`src/rtl/video_pattern_tx_pkg.sv`:
```
// Shared types and constants for the test-pattern video source: pattern selection,
// timing state, colour-bar table and default 640x480 timing.
package video_timing_pkg;

    typedef enum logic [1:0] {
        PAT_BARS  = 2'd0,
        PAT_GRAD  = 2'd1,
        PAT_CHECK = 2'd2,
        PAT_SOLID = 2'd3
    } pattern_e;

    typedef enum logic {
        IDLE = 1'b0,
        RUN  = 1'b1
    } timing_state_e;

    localparam int DEF_H_ACTIVE = 640;
    localparam int DEF_H_FP     = 16;
    localparam int DEF_H_SYNC   = 96;
    localparam int DEF_H_BP     = 48;
    localparam int DEF_V_ACTIVE = 480;
    localparam int DEF_V_FP     = 10;
    localparam int DEF_V_SYNC   = 2;
    localparam int DEF_V_BP     = 33;

    // Element [0] is the leftmost bar.
    localparam logic [7:0][23:0] BAR_TABLE = {
        24'h000000, 24'h0000FF, 24'hFF0000, 24'hFF00FF,
        24'h00FF00, 24'h00FFFF, 24'hFFFF00, 24'hFFFFFF
    };

    function automatic int axisTotal(int active, int fp, int sync, int bp);
        return active + fp + sync + bp;
    endfunction

endpackage

```
`src/rtl/video_pattern_tx_if.sv`:
```
// Pixel-stream bus between the pattern source and a processing stage.
// Optional frame_cnt exists only when VPG_FRAME_COUNTER_EN is defined.
interface video_pattern_tx_if;
    logic [23:0] vid_data;
    logic        pHSync;
    logic        pVSync;
    logic        pVDE;
    logic        frame_start;
`ifdef VPG_FRAME_COUNTER_EN
    logic [15:0] frame_cnt;

    modport master (output vid_data, pHSync, pVSync, pVDE, frame_start, frame_cnt);
    modport slave  (input  vid_data, pHSync, pVSync, pVDE, frame_start, frame_cnt);
`else
    modport master (output vid_data, pHSync, pVSync, pVDE, frame_start);
    modport slave  (input  vid_data, pHSync, pVSync, pVDE, frame_start);
`endif
endinterface

```
`src/rtl/video_pattern_tx_timing_counter.sv`:
```
// Horizontal/vertical counters, IDLE/RUN frame FSM and unregistered sync/DE decode.
// Start and stop are honoured only on frame boundaries.
module video_timing_counter
    import video_timing_pkg::*;
#(
    parameter int H_ACTIVE = DEF_H_ACTIVE,
    parameter int H_FP     = DEF_H_FP,
    parameter int H_SYNC   = DEF_H_SYNC,
    parameter int H_BP     = DEF_H_BP,
    parameter int V_ACTIVE = DEF_V_ACTIVE,
    parameter int V_FP     = DEF_V_FP,
    parameter int V_SYNC   = DEF_V_SYNC,
    parameter int V_BP     = DEF_V_BP,
    localparam int H_TOTAL = axisTotal(H_ACTIVE, H_FP, H_SYNC, H_BP),
    localparam int V_TOTAL = axisTotal(V_ACTIVE, V_FP, V_SYNC, V_BP),
    localparam int HW      = $clog2(H_TOTAL),
    localparam int VW      = $clog2(V_TOTAL)
) (
    input  logic          clk_pix,
    input  logic          rst,
    input  logic          en,
    output logic [HW-1:0] hCnt,
    output logic [VW-1:0] vCnt,
    output logic          rawDe,
    output logic          rawHSync,
    output logic          rawVSync,
    output logic          frameFirst,
    output timing_state_e state
);

    localparam logic [HW-1:0] H_LAST     = HW'(H_TOTAL - 1);
    localparam logic [HW-1:0] H_DE_END   = HW'(H_ACTIVE);
    localparam logic [HW-1:0] H_SYNC_BEG = HW'(H_ACTIVE + H_FP);
    localparam logic [HW-1:0] H_SYNC_END = HW'(H_ACTIVE + H_FP + H_SYNC);
    localparam logic [VW-1:0] V_LAST     = VW'(V_TOTAL - 1);
    localparam logic [VW-1:0] V_DE_END   = VW'(V_ACTIVE);
    localparam logic [VW-1:0] V_SYNC_BEG = VW'(V_ACTIVE + V_FP);
    localparam logic [VW-1:0] V_SYNC_END = VW'(V_ACTIVE + V_FP + V_SYNC);

    always_ff @(posedge clk_pix or posedge rst) begin
        if (rst) begin
            state <= IDLE;
            hCnt  <= '0;
            vCnt  <= '0;
        end else begin
            case (state)
                IDLE: begin
                    hCnt <= '0;
                    vCnt <= '0;
                    if (en) state <= RUN;
                end
                RUN: begin
                    if (hCnt == H_LAST) begin
                        hCnt <= '0;
                        if (vCnt == V_LAST) begin
                            // Last pixel of the frame: the only point where a stop is honoured.
                            vCnt <= '0;
                            if (!en) state <= IDLE;
                        end else begin
                            vCnt <= vCnt + VW'(1);
                        end
                    end else begin
                        hCnt <= hCnt + HW'(1);
                    end
                end
                default: state <= IDLE;
            endcase
        end
    end

    logic isRun;
    assign isRun      = (state == RUN);
    assign rawDe      = isRun && (hCnt < H_DE_END) && (vCnt < V_DE_END);
    assign rawHSync   = isRun && (hCnt >= H_SYNC_BEG) && (hCnt < H_SYNC_END);
    assign rawVSync   = isRun && (vCnt >= V_SYNC_BEG) && (vCnt < V_SYNC_END);
    assign frameFirst = isRun && (hCnt == '0) && (vCnt == '0);

endmodule

```
`src/rtl/video_pattern_tx.sv`:
```
// Self-contained test-pattern frame source: timing plus RGB patterns, all outputs registered.
// Define VPG_FRAME_COUNTER_EN to add frame_cnt and a per-frame scrolling gradient.
module video_pattern_tx
    import video_timing_pkg::*;
#(
    parameter int H_ACTIVE = DEF_H_ACTIVE,
    parameter int H_FP     = DEF_H_FP,
    parameter int H_SYNC   = DEF_H_SYNC,
    parameter int H_BP     = DEF_H_BP,
    parameter int V_ACTIVE = DEF_V_ACTIVE,
    parameter int V_FP     = DEF_V_FP,
    parameter int V_SYNC   = DEF_V_SYNC,
    parameter int V_BP     = DEF_V_BP,
    parameter bit SYNC_POL = 1'b0
) (
    input  logic                clk_pix,
    input  logic                rst,
    input  logic                en,
    input  logic [1:0]          pattern_sel,
    input  logic [23:0]         solid_rgb,
    output timing_state_e       dbgState,
    video_pattern_tx_if.master  vid
);

    localparam int HW = $clog2(axisTotal(H_ACTIVE, H_FP, H_SYNC, H_BP));
    localparam int VW = $clog2(axisTotal(V_ACTIVE, V_FP, V_SYNC, V_BP));

    logic [HW-1:0] hCnt;
    logic [VW-1:0] vCnt;
    logic          rawDe, rawHSync, rawVSync, frameFirst;

    video_timing_counter #(
        .H_ACTIVE(H_ACTIVE), .H_FP(H_FP), .H_SYNC(H_SYNC), .H_BP(H_BP),
        .V_ACTIVE(V_ACTIVE), .V_FP(V_FP), .V_SYNC(V_SYNC), .V_BP(V_BP)
    ) u_timing (
        .clk_pix    (clk_pix),
        .rst        (rst),
        .en         (en),
        .hCnt       (hCnt),
        .vCnt       (vCnt),
        .rawDe      (rawDe),
        .rawHSync   (rawHSync),
        .rawVSync   (rawVSync),
        .frameFirst (frameFirst),
        .state      (dbgState)
    );

    pattern_e    shadowSel, activeSel;
    logic [23:0] shadowRgb, activeRgb;
    logic [2:0]  barIdx;
    logic [7:0]  gradLevel;
    logic        checkerOn;
    logic [23:0] pixel;

`ifdef VPG_FRAME_COUNTER_EN
    logic [15:0] frameCnt;

    always_ff @(posedge clk_pix or posedge rst) begin
        if (rst)             frameCnt <= '0;
        else if (frameFirst) frameCnt <= frameCnt + 16'd1;
    end

    // The first pixel already sees the count that frame_start is about to publish.
    assign gradLevel     = 8'(hCnt) + 8'(frameFirst ? frameCnt + 16'd1 : frameCnt);
    assign vid.frame_cnt = frameCnt;
`else
    assign gradLevel = 8'(hCnt);
`endif

    always_comb begin
        // Inputs are taken live on the first pixel, from the shadow copy thereafter.
        activeSel = frameFirst ? pattern_e'(pattern_sel) : shadowSel;
        activeRgb = frameFirst ? solid_rgb : shadowRgb;
        barIdx    = 3'(hCnt / HW'(H_ACTIVE / 8));
        checkerOn = |((8'(hCnt) ^ 8'(vCnt)) & 8'h10);
        pixel     = '0;
        case (activeSel)
            PAT_BARS:  pixel = BAR_TABLE[barIdx];
            PAT_GRAD:  pixel = {3{gradLevel}};
            PAT_CHECK: pixel = checkerOn ? 24'hFFFFFF : 24'h000000;
            PAT_SOLID: pixel = activeRgb;
            default:   pixel = '0;
        endcase
    end

    logic [23:0] dataReg;
    logic        hsReg, vsReg, deReg, fsReg;

    always_ff @(posedge clk_pix or posedge rst) begin
        if (rst) begin
            dataReg   <= '0;
            hsReg     <= ~SYNC_POL;
            vsReg     <= ~SYNC_POL;
            deReg     <= 1'b0;
            fsReg     <= 1'b0;
            shadowSel <= PAT_BARS;
            shadowRgb <= '0;
        end else begin
            dataReg <= rawDe ? pixel : 24'h000000;
            hsReg   <= rawHSync ? SYNC_POL : ~SYNC_POL;
            vsReg   <= rawVSync ? SYNC_POL : ~SYNC_POL;
            deReg   <= rawDe;
            fsReg   <= frameFirst;
            if (frameFirst) begin
                shadowSel <= activeSel;
                shadowRgb <= solid_rgb;
            end
        end
    end

    assign vid.vid_data    = dataReg;
    assign vid.pHSync      = hsReg;
    assign vid.pVSync      = vsReg;
    assign vid.pVDE        = deReg;
    assign vid.frame_start = fsReg;

endmodule

```
`src/flat_wrapper.sv`:
```
// flat-port wrapper written by rule: the top's interface ports become plain ports
module video_pattern_tx_flat import video_timing_pkg::*;
#(
    parameter int H_ACTIVE = DEF_H_ACTIVE,
    parameter int H_FP     = DEF_H_FP,
    parameter int H_SYNC   = DEF_H_SYNC,
    parameter int H_BP     = DEF_H_BP,
    parameter int V_ACTIVE = DEF_V_ACTIVE,
    parameter int V_FP     = DEF_V_FP,
    parameter int V_SYNC   = DEF_V_SYNC,
    parameter int V_BP     = DEF_V_BP,
    parameter bit SYNC_POL = 1'b0
)
  (clk_pix, rst, en, pattern_sel, solid_rgb, dbgState, vid_vid_data, vid_pHSync, vid_pVSync, vid_pVDE, vid_frame_start);
  video_pattern_tx_if vid_i ();
  input  logic clk_pix;
  input  logic rst;
  input  logic en;
  input  logic [1:0] pattern_sel;
  input  logic [23:0] solid_rgb;
  output timing_state_e dbgState;
  output wire logic [$bits(vid_i.vid_data)-1:0] vid_vid_data;
  output wire logic [$bits(vid_i.pHSync)-1:0] vid_pHSync;
  output wire logic [$bits(vid_i.pVSync)-1:0] vid_pVSync;
  output wire logic [$bits(vid_i.pVDE)-1:0] vid_pVDE;
  output wire logic [$bits(vid_i.frame_start)-1:0] vid_frame_start;
  assign vid_vid_data = vid_i.vid_data;
  assign vid_pHSync = vid_i.pHSync;
  assign vid_pVSync = vid_i.pVSync;
  assign vid_pVDE = vid_i.pVDE;
  assign vid_frame_start = vid_i.frame_start;
  video_pattern_tx #(.H_ACTIVE(H_ACTIVE), .H_FP(H_FP), .H_SYNC(H_SYNC), .H_BP(H_BP), .V_ACTIVE(V_ACTIVE), .V_FP(V_FP), .V_SYNC(V_SYNC), .V_BP(V_BP), .SYNC_POL(SYNC_POL)) u_core (.clk_pix(clk_pix), .rst(rst), .en(en), .pattern_sel(pattern_sel), .solid_rgb(solid_rgb), .dbgState(dbgState), .vid(vid_i));
endmodule
```
`config.mk`:
```
export PLATFORM = sky130hd
export DESIGN_NAME = video_pattern_tx_flat
export DESIGN_NICKNAME = d
export VERILOG_FILES = /design/src/rtl/video_pattern_tx_pkg.sv /design/src/rtl/video_pattern_tx_if.sv /design/src/rtl/video_pattern_tx_timing_counter.sv /design/src/rtl/video_pattern_tx.sv /design/src/flat_wrapper.sv
export SDC_FILE = /design/constraint.sdc
export NUM_CORES = 1
export LEC_CHECK = 0
export CORE_AREA = 2 2 88 90
export CTS_BUF_LIST = sky130_fd_sc_hd__clkbuf_4 sky130_fd_sc_hd__clkbuf_8 sky130_fd_sc_hd__clkbuf_16
export DETAILED_ROUTE_END_ITERATION = 7
export DIE_AREA = 0 0 90 92
export PLACE_DENSITY = 0.88
export SLEW_MARGIN = 20
export SYNTH_ARGS = -nofsm -noshare
export SYNTH_HDL_FRONTEND = slang
export SYNTH_HIERARCHICAL = 1
export SYNTH_SLANG_ARGS = --single-unit
```
`constraint.sdc`:
```
create_clock -name clk_pix -period 4.7 [get_ports clk_pix]
set_clock_uncertainty 0.05 [all_clocks]
set_input_delay 1.175 -clock clk_pix [delete_from_list [all_inputs] [get_ports clk_pix]]
set_output_delay 1.175 -clock clk_pix [all_outputs]
set_load 0.01 [all_outputs]
```
== Yosys cells after proc, flatten, opt, wreduce, memory -nomap -nowiden ==
Memory sizes are Yosys's and may differ from the RTL's.
Cells that the tools add are included.

* Register bits after elaboration: 75
* Bits in read-only memories: 192
* Output and inout port bits: 29
* Memories kept: 1

* $add $sub $neg: 2
* Divide/modulo/power cells: 1
* Magnitude comparators: 7
* Equal/unequal tests: 6
* Multiplexer cells: 17
* Bitwise operators: 2
* Reductions and logical operators: 11

{| class="wikitable"
|+ Memory list
! name !! words !! bits a word !! rd ports !! clocked after Yosys merged registers in !! write ports !! line !! text
|-
| (no name shown) || 8 || 24 || 1 || 0 || 0 || video_pattern_tx.sv:78 || <nowiki>PAT_BARS: pixel = BAR_TABLE[barIdx];</nowiki>
|}

{| class="wikitable"
|+ Operators with widths
! kind !! count
|-
| two-way mux 24 bit || 4
|-
| one-hot mux 24 bit (4 select lines) || 1
|-
| one-hot mux 10 bit (2 select lines) || 2
|-
| two-way mux 10 bit || 3
|-
| adder 10 x 1 -> 10 bit, second input constant || 2
|-
| == test 10 bit, second input constant || 2
|-
| logical NOT 10 bit || 2
|-
| less-than comparator 10 bit, second input constant || 2
|-
| less-than comparator 10 x 9 -> 1 bit, second input constant || 2
|-
| divider 10 x 7 -> 10 bit, second input constant || 1
|-
| >= comparator 10 bit, second input constant || 1
|-
| >= comparator 10 x 9 -> 1 bit, second input constant || 1
|-
| logical AND 1 bit || 8
|-
| two-way mux 1 bit || 5
|-
| bitwise XOR 5 bit || 1
|-
| == test 2 bit, second input constant || 2
|-
| less-than comparator 3 x 4 -> 1 bit, second input constant || 1
|-
| == test 2 x 1 -> 1 bit, second input constant || 1
|-
| logical NOT 2 bit || 1
|-
| two-way mux 2 bit || 1
|-
| != test 2 x 1 -> 1 bit, second input constant || 1
|-
| one-hot mux 1 bit (2 select lines) || 1
|-
| inverter 1 bit || 1
|}

== Logic depth before layout (Yosys ltp) ==
Gate-level depths: netlist of the first run.

* Depth after elaboration: 7
* Gate-level depth with buffers: 12

== Hierarchy ==
Netlist of the first run, hierarchy kept.

{| class="wikitable"
|+ Modules (own cells, without submodules)
! module !! times used !! cells an instance !! area an instance (µm²) !! sequential area each (µm²)
|-
| video_pattern_tx || 1 || 208 || 2708.8 || 1353.8
|-
| video_timing_counter || 1 || 131 || 1244.9 || 525.5
|}

== Least setup slack after synthesis of the first run ==
Ideal clock, no wire load.

* Path kind: reg-to-reg
* Start point: register u_core.u_timing.state
* End point: register u_core.dataReg[11] (netlist: u_core/vid.vid_data[11])
* Arrival time: 2.919 ns
* Setup slack: 1.598 ns
* Cell stages (with the launch flop): 11
* Cells stage by stage: dfrtp_1 > or3b_1 > nor4_1 > nand3_1 > nor4_1 > buf_6 > buf_6 > mux2_4 > a21bo_1 > a221oi_2 > nor2_1

* Elaborated cells between the ends (all ways): 12
* Those cells by class: eq/ne: 3; mux: 4; reduce/logical: 5

{| class="wikitable"
|+ RTL lines
! item !! line !! text
|-
| from (decl) || video_pattern_tx_timing_counter.sv:28 || <nowiki>output timing_state_e state</nowiki>
|-
| from (signal assigned) || video_pattern_tx_timing_counter.sv:42 || <nowiki>state <= IDLE;</nowiki>
|-
| from (signal assigned) || video_pattern_tx_timing_counter.sv:50 || <nowiki>if (en) state <= RUN;</nowiki>
|-
| from (signal assigned) || video_pattern_tx_timing_counter.sv:58 || <nowiki>if (!en) state <= IDLE;</nowiki>
|-
| logical AND 1 bit (2 in series) || video_pattern_tx_timing_counter.sv:76 || <nowiki>assign frameFirst = isRun && (hCnt == '0) && (vCnt == '0);</nowiki>
|-
| net u_core.frameFirst || video_pattern_tx.sv:30 || <nowiki>logic rawDe, rawHSync, rawVSync, frameFirst;</nowiki>
|-
| two-way mux 24 bit || n/a ||
|-
| net u_core.activeRgb[11] || video_pattern_tx.sv:49 || <nowiki>logic [23:0] shadowRgb, activeRgb;</nowiki>
|-
| one-hot mux 24 bit (4 select lines) || video_pattern_tx.sv:77 || <nowiki>case (activeSel)</nowiki>
|-
| two-way mux 24 bit || video_pattern_tx.sv:99 || <nowiki>dataReg <= rawDe ? pixel : 24'h000000;</nowiki>
|-
| to (signal assigned) || video_pattern_tx.sv:99 ||
|-
| to (decl) || video_pattern_tx.sv:86 || <nowiki>logic [23:0] dataReg;</nowiki>
|}

The timed path passes the listed nets, and every way through them passes these cells.
A chain may end at the register's enable or synchronous reset.

== Worst setup path in the final report of the first run ==
* Start point: register u_core.u_timing.state
* End point: register u_core.dataReg[14] (netlist: u_core/vid.vid_data[14])

* Cells in the longest elaborated chain, start to end: 6
* Elaborated cells between the ends (all ways): 12
* Those cells by class: eq/ne: 3; mux: 4; reduce/logical: 5

{| class="wikitable"
|+ Ends and longest elaborated chain
! item !! line !! text
|-
| logical AND 1 bit (*) (2 in series) || video_pattern_tx_timing_counter.sv:76 ||
|-
| net u_core.frameFirst || video_pattern_tx.sv:30 ||
|-
| two-way mux 2 bit || video_pattern_tx.sv:72 || <nowiki>activeSel = frameFirst ? pattern_e'(pattern_sel) : shadowSel;</nowiki>
|-
| == test 2 bit (tied with other cells) || video_pattern_tx.sv:77 ||
|-
| one-hot mux 24 bit (4 select lines) (*) || video_pattern_tx.sv:77 ||
|-
| two-way mux 24 bit (*) || video_pattern_tx.sv:99 ||
|}

Mark *: on every way through the listed nets, which the timed path passes. The rest lies on a longest branch.

==> impl_metrics.py, run 1 <==
metrics = {
    "critical_path": {
        "required_ns": 4.87,
        "crit_type": "flip-flop to flip-flop",
        "cp-start-kind": "flip-flop",
        "cp-end-kind": "flip-flop",
        "max_stage_delay_ns": 0.56,
        "critical_path.max_fanout": 31,
        "crit_path_top_delay_cell": "dfrtp_1",
        "crit_chain": "or3b_1, nor4_1, nand3_1, nor4_2, buf_4, mux2i_2, inv_2, a21bo_1, a221oi_2, nor2_1",
        "cp.arrival_ns": 3.59,
    },
    "yosys": {
        "syn-mean-instance-area_sq_um": 11.7,
        "async_reset_ff_frac": 1.00,
        "synth_edf_count": 0,
        "postSynthCellCount": 339,
        "yosysSeqAreaShare": 0.475,
        "syn-num-nets": 372,
        "syn_area_sq_um": 3950,
        "synth_cell_type_count": 72,
        "ys.flop_type": "dfrtp_1",
        "synth_seq_cells": 75,
        "synth_warnings": 6,
    },
    "detailed_routing": {
        "avgViaCountPerCell": 5.80,
        "drtPass1Iterations": 4,
        "dr.first_iter.drc_count": 269,
        "totalWireLength_um": 8930,
        "vias": 2902,
        "post_drt_wl_per_cell_um": 17.9,
        "drtAntennaViolNets": 0,
        "drc_errors": 0,
    },
    "die": {
        "dieHeight_um": 92,
        "initial_utilization": 0.531,
        "dieArea_sq_um": 8280,
        "fp.dieW_um": 90,
        "io_pins": 58,
        "rows": 32,
        "coreArea_sq_um": 7450,
    },
    "place": {
        "numPortBuffers": 57,
        "hpwl_um": 6110,
        "placed_cells": 484,
        "dpl-instance-area_sq_um": 4560,
        "routabilityCongestion": 0.860,
    },
    "global_route": {
        "grt_pass1_wl_um": 15100,
        "grt_max_degree": 34,
        "gr-total-overflow": 0,
        "grt_pass1_vias": 2999,
        "grt_usage": 0.229,
        "antenna_found_initial": 0,
    },
    "layout": {
        "register_area_sq_um": 1880,
        "multi_input_area_sq_um": 1890,
        "drive_gt1_frac": 0.198,
        "final_cell_area_sq_um": 4800,
        "nets": 426,
        "stdcell_count": 500,
        "fillCellCount": 578,
        "diodes": 0,
        "fin_util": 0.644,
        "syn2layout_area_growth_pct": 21.3,
    },
    "timing": {
        "timing.hold.ws_ns": 0.451,
        "slew-limit-headroom": 0.458,
        "slew_violations": 0,
        "rsz0062_at_grt": "no",
        "timing.final.crit_share": 0.728,
        "finalSetupTns_ns": 0,
        "finalHoldViolations": 0,
        "tightest_slew_ns": 0.812,
        "setup_viol_count_final": 0,
        "min_period_ns": 3.42,
        "timing.fmax_mhz": 292,
    },
    "power": {
        "clkPwrFrac": 0.414,
        "power_frac_seq": 0.477,
        "leakage_nw": 1.97,
        "powerDensity_nw_per_um2": 298,
        "swShare": 0.223,
        "internal-power_mw": 1.11,
        "combPwrFrac": 0.109,
        "ir_drop_mv": 0.161,
        "power.switching_mw": 0.318,
    },
    "worst_hold_path": {
        "hp-class": "flip-flop to flip-flop",
    },
    "clock_tree": {
        "cts_resized": 0,
        "clockBufferDepth": 2,
        "postCtsSetupRepairBufs": 0,
        "cts.sinks": 75,
        "hold_buffers": 0,
        "cts_root_buf": "clkbuf_8",
        "clk_pin_slew_worst_paths_ns": 0.08,
        "insertion_delay_ns": 0.35,
        "cts.htree.levels": 3,
        "numCtsBuffers": 9,
        "cts_tree": "done",
    },
    "flow_run": {
        "cap_violations": 0,
    },
    "outcome": {
        "status": "finished, final reports clean",
    },
}
==> power groups by stage <==
| stage | logic (mW) | clock network [mW] | registers, mW |
|---|---|---|---|
| final | 0.156 | 0.591 | 0.681 |
| after global routing | 0.169 | 0.623 | 0.684 |
| after CTS | 0.158 | 0.599 | 0.682 |
| after detailed placement | 0.156 | 0 | 0.695 |
| after global placement | 0.151 | 0 | 0.694 |
| after floorplan | 0.0736 | 0 | 0.702 |
==> cell type report <==
type	count	share of cell area
Timing Repair Buffer	60	0.124
Inverter	19	0.0149
Tap cell	102	0.0266
Sequential cell	75	0.392
Clock buffer	9	0.0258
Multi-Input combinational cell	228	0.393
Clock inverter	7	0.0243
==> cell usage in the layout (no fill, tap or decap), drive strengths merged, types with 2 or more instances in the layout <==
| cell | instances |
|---|---|
| mux2 | 25 |
| bufinv | 3 |
| a21oi | 13 |
| clkdlybuf4s50 | 57 |
| buf | 3 |
| clkbuf | 9 |
| xor2 | 6 |
| nand4b | 2 |
| or3 | 8 |
| nor4 | 5 |
| o2111a | 8 |
| nand3b | 2 |
| and2 | 4 |
| nand2b | 7 |
| a22oi | 7 |
| nor2 | 18 |
| or4 | 3 |
| xnor2 | 2 |
| a21bo | 22 |
| clkinv | 4 |
| dfstp | 2 |
| nor3 | 6 |
| nand2 | 16 |
| o21ai | 14 |
| mux2i | 2 |
| dfrtp | 73 |
| o21bai | 7 |
| o21a | 2 |
| nand4 | 6 |
| inv | 18 |
| a31oi | 4 |
| and3 | 2 |
| ha | 4 |
| a221oi | 7 |
| nand3 | 5 |
==> cells by family after synthesis <==
family,after synthesis,synth area share
compound gates,96,0.227
simple gates,92,0.134
flops,75,0.475
buf+inv,36,0.0494
mux,27,0.0810
xor+xnor,8,0.0177
fa+ha+maj,5,0.0155
==> cell usage after synthesis, types with 7 or more instances <==
cell type	instances	area share
dfrtp_1	73	0.46
mux2_2	19	0.054
a21bo_1	18	0.046
nor2_1	18	0.017
inv_1	17	0.016
nand2_1	15	0.014
o21ai_0	11	0.014
o2111a_1	8	0.023
a21oi_1	7	0.0089
a221oi_2	7	0.027
a22oi_1	7	0.013
nand2b_1	7	0.011
o21bai_1	7	0.013
or3_1	7	0.011
==> sequential cells by signal, summed over array words and instances (netlist names) <==
| name | cells |
|---|---|
| u_core/u_timing/hCnt | 10 |
| u_core/u_timing/state | 1 |
| u_core/vid.pVDE | 1 |
| u_core/vid.vid_data | 24 |
| u_core/u_timing/vCnt | 10 |
| u_core/vid.pHSync | 1 |
| u_core/vid.frame_start | 1 |
| u_core/vid.pVSync | 1 |
| u_core/shadowRgb | 24 |
| u_core/shadowSel | 2 |
==> final timing paths <==
path	startpoint	endpoint	slack, ns	depth (start not counted)
min in group asynchronous	rst	u_core/vid.vid_data[6]	1.24	2
worst min-delay path	u_core/shadowRgb[14]	u_core/shadowRgb[14]	0.45	1
worst max-delay path	u_core/u_timing/state	u_core/vid.vid_data[14]	1.28	10
max in group asynchronous	rst	u_core/vid.vid_data[13]	2.62	3
worst min register to register	u_core/shadowRgb[14]	u_core/shadowRgb[14]	0.45	1
worst max register to register	u_core/u_timing/state	u_core/vid.vid_data[14]	1.28	10
==> per-layer routing <==
metal | wire, um | global-route usage | up-vias | share of wire
li1 | - | - | 1361 | -
met1 | 3660 | 0.282 | 1437 | 0.41
met2 | 4620 | 0.400 | 90 | 0.52
met3 | 501 | 0.0460 | 14 | 0.056
met4 | 144 | 0.0872 | 0 | 0.016
met5 | 0 | 0 | - | 0
==> stage by stage <==
stage	setup slack (ns)	total power, mW
CTS	1.27	1.44
detailed placement	1.30	0.850
floorplan	1.60	0.775
global placement	1.45	0.845
global route	1.02	1.47
finish	1.28	1.43
==> worst max-delay path: cells and delay by family, from the launching register on <==
| family | cells | cell delay (ns) |
|---|---|---|
| AOI/OAI and AO/OA | 2 | 0.50 |
| DFF | 1 | 0.56 |
| muxes | 1 | 0.42 |
| buffers and inverters | 2 | 0.68 |
| and+or+nand+nor | 5 | 1.07 |
Note: power is estimated with default switching activity, not from simulation.
==> inputs of run 2 (changes only) <==
--- a/config.mk
+++ b/config.mk
@@ -5,11 +5,11 @@
 export SDC_FILE = /design/constraint.sdc
 export NUM_CORES = 1
 export LEC_CHECK = 0
-export CORE_AREA = 2 2 88 90
+export CORE_AREA = 2 2 93 95
 export CTS_BUF_LIST = sky130_fd_sc_hd__clkbuf_4 sky130_fd_sc_hd__clkbuf_8 sky130_fd_sc_hd__clkbuf_16
 export DETAILED_ROUTE_END_ITERATION = 7
-export DIE_AREA = 0 0 90 92
-export PLACE_DENSITY = 0.88
+export DIE_AREA = 0 0 95 97
+export PLACE_DENSITY = 0.83
 export SLEW_MARGIN = 20
 export SYNTH_ARGS = -nofsm -noshare
 export SYNTH_HDL_FRONTEND = slang
==> constraint.sdc (replaced) <==
create_clock -name clk_pix -period 3 [get_ports clk_pix]
set_clock_uncertainty 0.05 [all_clocks]
set_input_delay 0.75 -clock clk_pix [delete_from_list [all_inputs] [get_ports clk_pix]]
set_output_delay 0.75 -clock clk_pix [all_outputs]
set_load 0.01 [all_outputs]
==> impl_metrics.py, run 2 (same netlist as run 1, synthesis figures left out) <==
metrics = {
    "clock_tree": {
        "cts.sinks": 75,
        "clk_pin_slew_worst_paths_ns": 0.08,
        "hold_buffers": 0,
        "cts.htree.levels": 3,
        "cts_tree": "done",
        "insertion_delay_ns": 0.36,
        "cts_root_buf": "clkbuf_8",
        "numCtsBuffers": 9,
        "clockBufferDepth": 2,
    },
    "global_route": {
        "grt_use_met3": 0.0483,
        "grt_pass1_wl_um": 15800,
        "grt-busiest-layer": "met2",
        "gr-total-overflow": 0,
        "grt_pass1_vias": 3125,
        "grt_max_degree": 30,
        "antenna_found_initial": 0,
        "use_met2": 0.361,
        "grt_usage": 0.224,
        "grt_use_met1": 0.291,
    },
    "timing": {
        "finalSetupTns_ns": 0,
        "min_period_ns": 2.91,
        "slew_violations": 0,
        "timing.final.crit_share": 0.970,
        "timing.fmax_mhz": 344,
        "tightest_slew_ns": 0.830,
        "slew-limit-headroom": 0.446,
        "setup_viol_count_final": 0,
        "finalHoldViolations": 0,
    },
    "power": {
        "ir_drop_mv": 0.195,
        "powerDensity_nw_per_um2": 438,
        "leakage_nw": 2.13,
        "p_total_mw": 2.23,
    },
    "die": {
        "coreArea_sq_um": 8130,
        "dieArea_sq_um": 9220,
        "io_pins": 58,
        "initial_utilization": 0.486,
        "dieHeight_um": 97,
        "fp.dieW_um": 95,
        "rows": 33,
    },
    "critical_path": {
        "cp-start-kind": "flip-flop",
        "crit_path_top_delay_cell": "or3b_1",
        "max_stage_delay_ns": 0.44,
        "critical_path.max_fanout": 12,
        "cp-end-kind": "flip-flop",
        "crit_type": "flip-flop to flip-flop",
        "crit_buf_inv": 2,
        "cp.arrival_ns": 3.09,
        "required_ns": 3.18,
        "crit_path_frequent_cell": "o21ai_0",
        "critPathTopFamily": "simple AND/OR/NAND/NOR gates",
        "crit_chain": "or3b_1, nor4_2, nand3_1, nor4_4, buf_6, buf_4, mux2_4, nand2_1, nor2_1, o21ai_0, o21ai_0",
    },
    "layout": {
        "nets": 456,
        "diodes": 0,
        "drive_gt1_frac": 0.257,
        "final_common_cell": "dfrtp_1",
        "final_cell_mix": "73 x dfrtp_1, 57 x clkdlybuf4s50_1, 29 x buf_4, 19 x mux2_2",
        "syn2layout_area_growth_pct": 28.6,
    },
    "place": {
        "routabilityCongestion": 0.834,
        "numPortBuffers": 57,
        "hpwl_um": 6780,
    },
    "detailed_routing": {
        "post_drt_wl_per_cell_um": 18.9,
        "avgViaCountPerCell": 5.88,
        "drtAntennaViolNets": 0,
        "dr.first_iter.drc_count": 289,
        "vias": 3135,
        "totalWireLength_um": 10100,
        "drtPass1Iterations": 5,
        "drc_errors": 0,
    },
    "outcome": {
        "status": "finished, final reports clean",
    },
    "flow_run": {
        "cap_violations": 0,
    },
    "worst_hold_path": {
        "hp-class": "flip-flop to flip-flop",
    },
}
run 2: layer usage:
layer | part of all wire | vias to the layer above | wire (um)
met2 | 0.50 | 133 | 5070
met1 | 0.41 | 1561 | 4130
met3 | 0.060 | 24 | 602
met5 | 0 | - | 0
li1 | - | 1417 | -
met4 | 0.026 | 0 | 263
run 2: worst paths after layout:
check | from | end | slack [ns] | cells after the start
setup / recovery | u_core/u_timing/vCnt[9] | u_core/vid.vid_data[20] | 0.09 | 11
setup reg to reg | u_core/u_timing/vCnt[9] | u_core/vid.vid_data[20] | 0.09 | 11
max in group asynchronous | rst | u_core/u_timing/hCnt[5] | 1.53 | 2
hold reg to reg | u_core/shadowRgb[17] | u_core/shadowRgb[17] | 0.44 | 1
min in group asynchronous | rst | u_core/shadowRgb[13] | 0.77 | 2
hold / removal | u_core/shadowRgb[17] | u_core/shadowRgb[17] | 0.44 | 1
run 2: power breakdown:
part / switching, mW / internal, mW
combinational: 0.114 / 0.144
sequential: 0.0139 / 1.05
clock: 0.378 / 0.522
run 2: stage by stage:
stage / hold WS, ns / cell area [sq um] / instances / setup slack (ns) / util
global route: 0.464 / 5080 / 533 / -0.0104 / 0.625
CTS: 0.442 / 5030 / 527 / 0.0349 / 0.618
global placement: 0.423 / 4790 / 511 / 0.176 / 0.589
floorplan: 0.405 / 3960 / 339 / 0.0691 / -
detailed placement: 0.426 / 4790 / 511 / 0.102 / 0.589
finish: 0.444 / 5080 / 533 / 0.0906 / 0.625
run 2: worst register-to-register path, cell delays in order (launching register included):
cell,delay (ns)
dfrtp_1,0.42
or3b_1,0.44
nor4_2,0.28
nand3_1,0.19
nor4_4,0.20
buf_6,0.20
buf_4,0.14
mux2_4,0.32
nand2_1,0.07
nor2_1,0.03
o21ai_0,0.27
o21ai_0,0.15
run 2: area by class of cell:
cell class	instances	area (sq um)
multi-input cells	228	1910
clock buffers	12	159
flip-flops and latches	75	1880
well taps	105	131
repair buffers	90	860
clock inverters	4	72.6
inverters	19	73.8
fillers	633	3050
run 2: what timing repair did:
action | CTS | global route
endpoints found under the setup margin | 6 | 15
pin swaps | 0 | 1
resized for setup | 2 | 2
setup buffers | 0 | 6
==> inputs of run 3 (changes only) <==
--- a/config.mk
+++ b/config.mk
@@ -5,13 +5,12 @@
 export SDC_FILE = /design/constraint.sdc
 export NUM_CORES = 1
 export LEC_CHECK = 0
-export CORE_AREA = 2 2 93 95
+export CORE_AREA = 2 2 95 97
 export CTS_BUF_LIST = sky130_fd_sc_hd__clkbuf_4 sky130_fd_sc_hd__clkbuf_8 sky130_fd_sc_hd__clkbuf_16
 export DETAILED_ROUTE_END_ITERATION = 7
-export DIE_AREA = 0 0 95 97
-export PLACE_DENSITY = 0.83
+export DIE_AREA = 0 0 97 99
+export PLACE_DENSITY = 0.84
 export SLEW_MARGIN = 20
 export SYNTH_ARGS = -nofsm -noshare
 export SYNTH_HDL_FRONTEND = slang
-export SYNTH_HIERARCHICAL = 1
 export SYNTH_SLANG_ARGS = --single-unit
==> impl_metrics.py, run 3 <==
metrics = {
    "outcome": {
        "status": "finished, final reports clean",
    },
    "layout": {
        "final_common_cell": "nand2_1",
        "final_cell_area_sq_um": 5180,
        "fillCellCount": 688,
        "syn2layout_area_growth_pct": 23.2,
        "diodes": 0,
        "multi_input_area_sq_um": 2130,
        "register_area_sq_um": 1880,
        "final_cell_mix": "101 x nand2_1, 73 x dfrtp_1, 57 x clkdlybuf4s50_1, 35 x o21ai_0, 22 x nor2_1",
        "drive_gt1_frac": 0.0983,
        "nets": 567,
        "fin_util": 0.606,
    },
    "power": {
        "power.switching_mw": 0.554,
        "internal-power_mw": 1.74,
        "power_frac_seq": 0.470,
        "combPwrFrac": 0.108,
        "swShare": 0.242,
        "powerDensity_nw_per_um2": 442,
        "ir_drop_mv": 0.200,
        "leakage_nw": 2.11,
        "p_total_mw": 2.29,
        "clkPwrFrac": 0.421,
    },
    "yosys": {
        "synth_top_area_share": 0.434,
        "netlist_top_cells_area": "dfrtp_1 43%, nand2_1 9.0%, o21ai_0 4.2%, clkbuf_1 2.9%, o32ai_1 2.7%",
        "syn-mean-instance-area_sq_um": 8.69,
        "synth_most_common_cell": "nand2_1",
        "synth_seq_cells": 75,
        "yosysSeqAreaShare": 0.447,
        "postSynthCellCount": 484,
        "ys.flop_type": "dfrtp_1",
        "synthAdderAreaFrac": 0.0119,
        "synth_edf_count": 0,
        "synthSimpleGateAreaFrac": 0.267,
        "syn_area_sq_um": 4210,
        "syn-num-nets": 517,
        "synth_xor_area_frac": 0.0208,
        "async_reset_ff_frac": 1.00,
        "synth_cell_type_count": 53,
        "netlist_top_cells_count": "101 x nand2_1, 73 x dfrtp_1, 35 x o21ai_0, 32 x clkbuf_1, 22 x nor2_1",
        "synth_warnings": 0,
        "synth_top_family_by_area": "simple AND/OR/NAND/NOR gates",
        "synth-compound-area-share": 0.202,
        "synthMuxAreaShare": 0.00238,
        "synth.largest_area_cell": "dfrtp_1",
    },
    "detailed_routing": {
        "dr.first_iter.drc_count": 497,
        "drc_errors": 0,
        "drtPass1Iterations": 6,
        "post_drt_wl_per_cell_um": 17.8,
        "avgViaCountPerCell": 6.15,
        "drtAntennaViolNets": 0,
        "totalWireLength_um": 11500,
        "vias": 3978,
    },
    "clock_tree": {
        "postCtsSetupRepairBufs": 0,
        "insertion_delay_ns": 0.36,
        "cts_root_buf": "clkbuf_8",
        "cts_tree": "done",
        "cts_resized": 0,
        "clk_pin_slew_worst_paths_ns": 0.08,
        "numCtsBuffers": 9,
        "cts.sinks": 75,
        "clockBufferDepth": 2,
        "cts.htree.levels": 3,
        "hold_buffers": 0,
    },
    "timing": {
        "setup_viol_count_final": 0,
        "min_period_ns": 2.74,
        "tightest_slew_ns": 0.772,
        "finalSetupTns_ns": 0,
        "slew_violations": 0,
        "finalHoldViolations": 0,
        "timing.fmax_mhz": 365,
        "slew-limit-headroom": 0.482,
        "setup_slack_ns": 0.264,
        "timing.final.crit_share": 0.912,
        "rsz0062_at_grt": "no",
    },
    "critical_path": {
        "regToRegSetupSlack_ns": 0.26,
        "cp-start-kind": "flip-flop",
        "cp.arrival_ns": 2.96,
        "cp-end-kind": "flip-flop",
        "critical_path.max_fanout": 13,
        "required_ns": 3.22,
        "crit_type": "flip-flop to flip-flop",
    },
    "global_route": {
        "gr-total-overflow": 0,
        "antenna_found_initial": 0,
        "grt_pass1_wl_um": 19100,
        "grt_usage": 0.245,
        "grt_pass1_vias": 3762,
        "grt_max_degree": 41,
    },
    "worst_hold_path": {
        "hp-class": "flip-flop to flip-flop",
    },
    "flow_run": {
        "cap_violations": 0,
    },
    "place": {
        "routabilityCongestion": 0.941,
        "dpl-instance-area_sq_um": 4920,
        "hpwl_um": 8110,
        "numPortBuffers": 57,
        "pre_cts_ws_ns": 0.223,
    },
    "die": {
        "coreArea_sq_um": 8550,
        "io_pins": 58,
        "dieHeight_um": 99,
        "initial_utilization": 0.492,
        "dieArea_sq_um": 9600,
        "rows": 34,
        "fp.dieW_um": 97,
    },
}
==> run 3: worst max-delay path, stage by stage, from the launching register on <==
cell and delay [ns]:
dfrtp_1 0.45, or4_4 0.58, or4_1 0.70, nor3_4 0.47
nor3_1 0.11, o32ai_1 0.29
==> run 3: cell type report <==
cell class,instances,share of cell area
Tap cell,108,0.0261
Clock buffer,9,0.0239
Timing Repair Buffer,77,0.144
Sequential cell,75,0.363
Inverter,11,0.00797
Multi-Input combinational cell,360,0.411
Clock inverter,7,0.0241
==> run 3: routing by layer <==
metal  track usage  wire length [um]  up-vias
li1              -                 -     1847
met1         0.346              4910     1894
met2         0.381              5380      212
met3        0.0582               963       25
met4        0.0693               240        0
met5             0                 0        -
==> run 3: cell families after synthesis <==
group           count (synthesis)
buf+inv                        49
mux                             1
xor+xnor                       10
simple gates                  222
fa+ha+maj                       4
flops                          75
compound gates                123
==> run 3: power groups by stage <==
stage / registers [mW] / clock network [mW] / logic, mW
floorplan: 1.10 / 0 / 0.103
global placement: 1.10 / 0 / 0.241
detailed placement: 1.10 / 0 / 0.247
CTS: 1.08 / 0.970 / 0.248
global route: 1.08 / 1.02 / 0.271
finish: 1.08 / 0.965 / 0.248
==> run 3: stage by stage <==
stage / hold WS [ns] / cells
2_1_floorplan: 0.381 / 484
3_3_place_gp: 0.398 / 631
3_5_place_dp: 0.405 / 631
4_1_cts: 0.424 / 647
5_1_grt: 0.443 / 647
6_report: 0.424 / 647
==> run 3: path summary, 6_finish.rpt <==
path | end | depth (start not counted) | startpoint
worst max-delay path | u_core.vid.vid_data[15] | 5 | u_core.u_timing.vCnt[5]
worst min-delay path | u_core.shadowRgb[16] | 2 | u_core.shadowRgb[16]
worst max register to register | u_core.vid.vid_data[15] | 5 | u_core.u_timing.vCnt[5]
worst min register to register | u_core.shadowRgb[16] | 2 | u_core.shadowRgb[16]
max in group asynchronous | u_core.vid.pHSync | 3 | rst
min in group asynchronous | u_core.shadowRgb[21] | 2 | rst
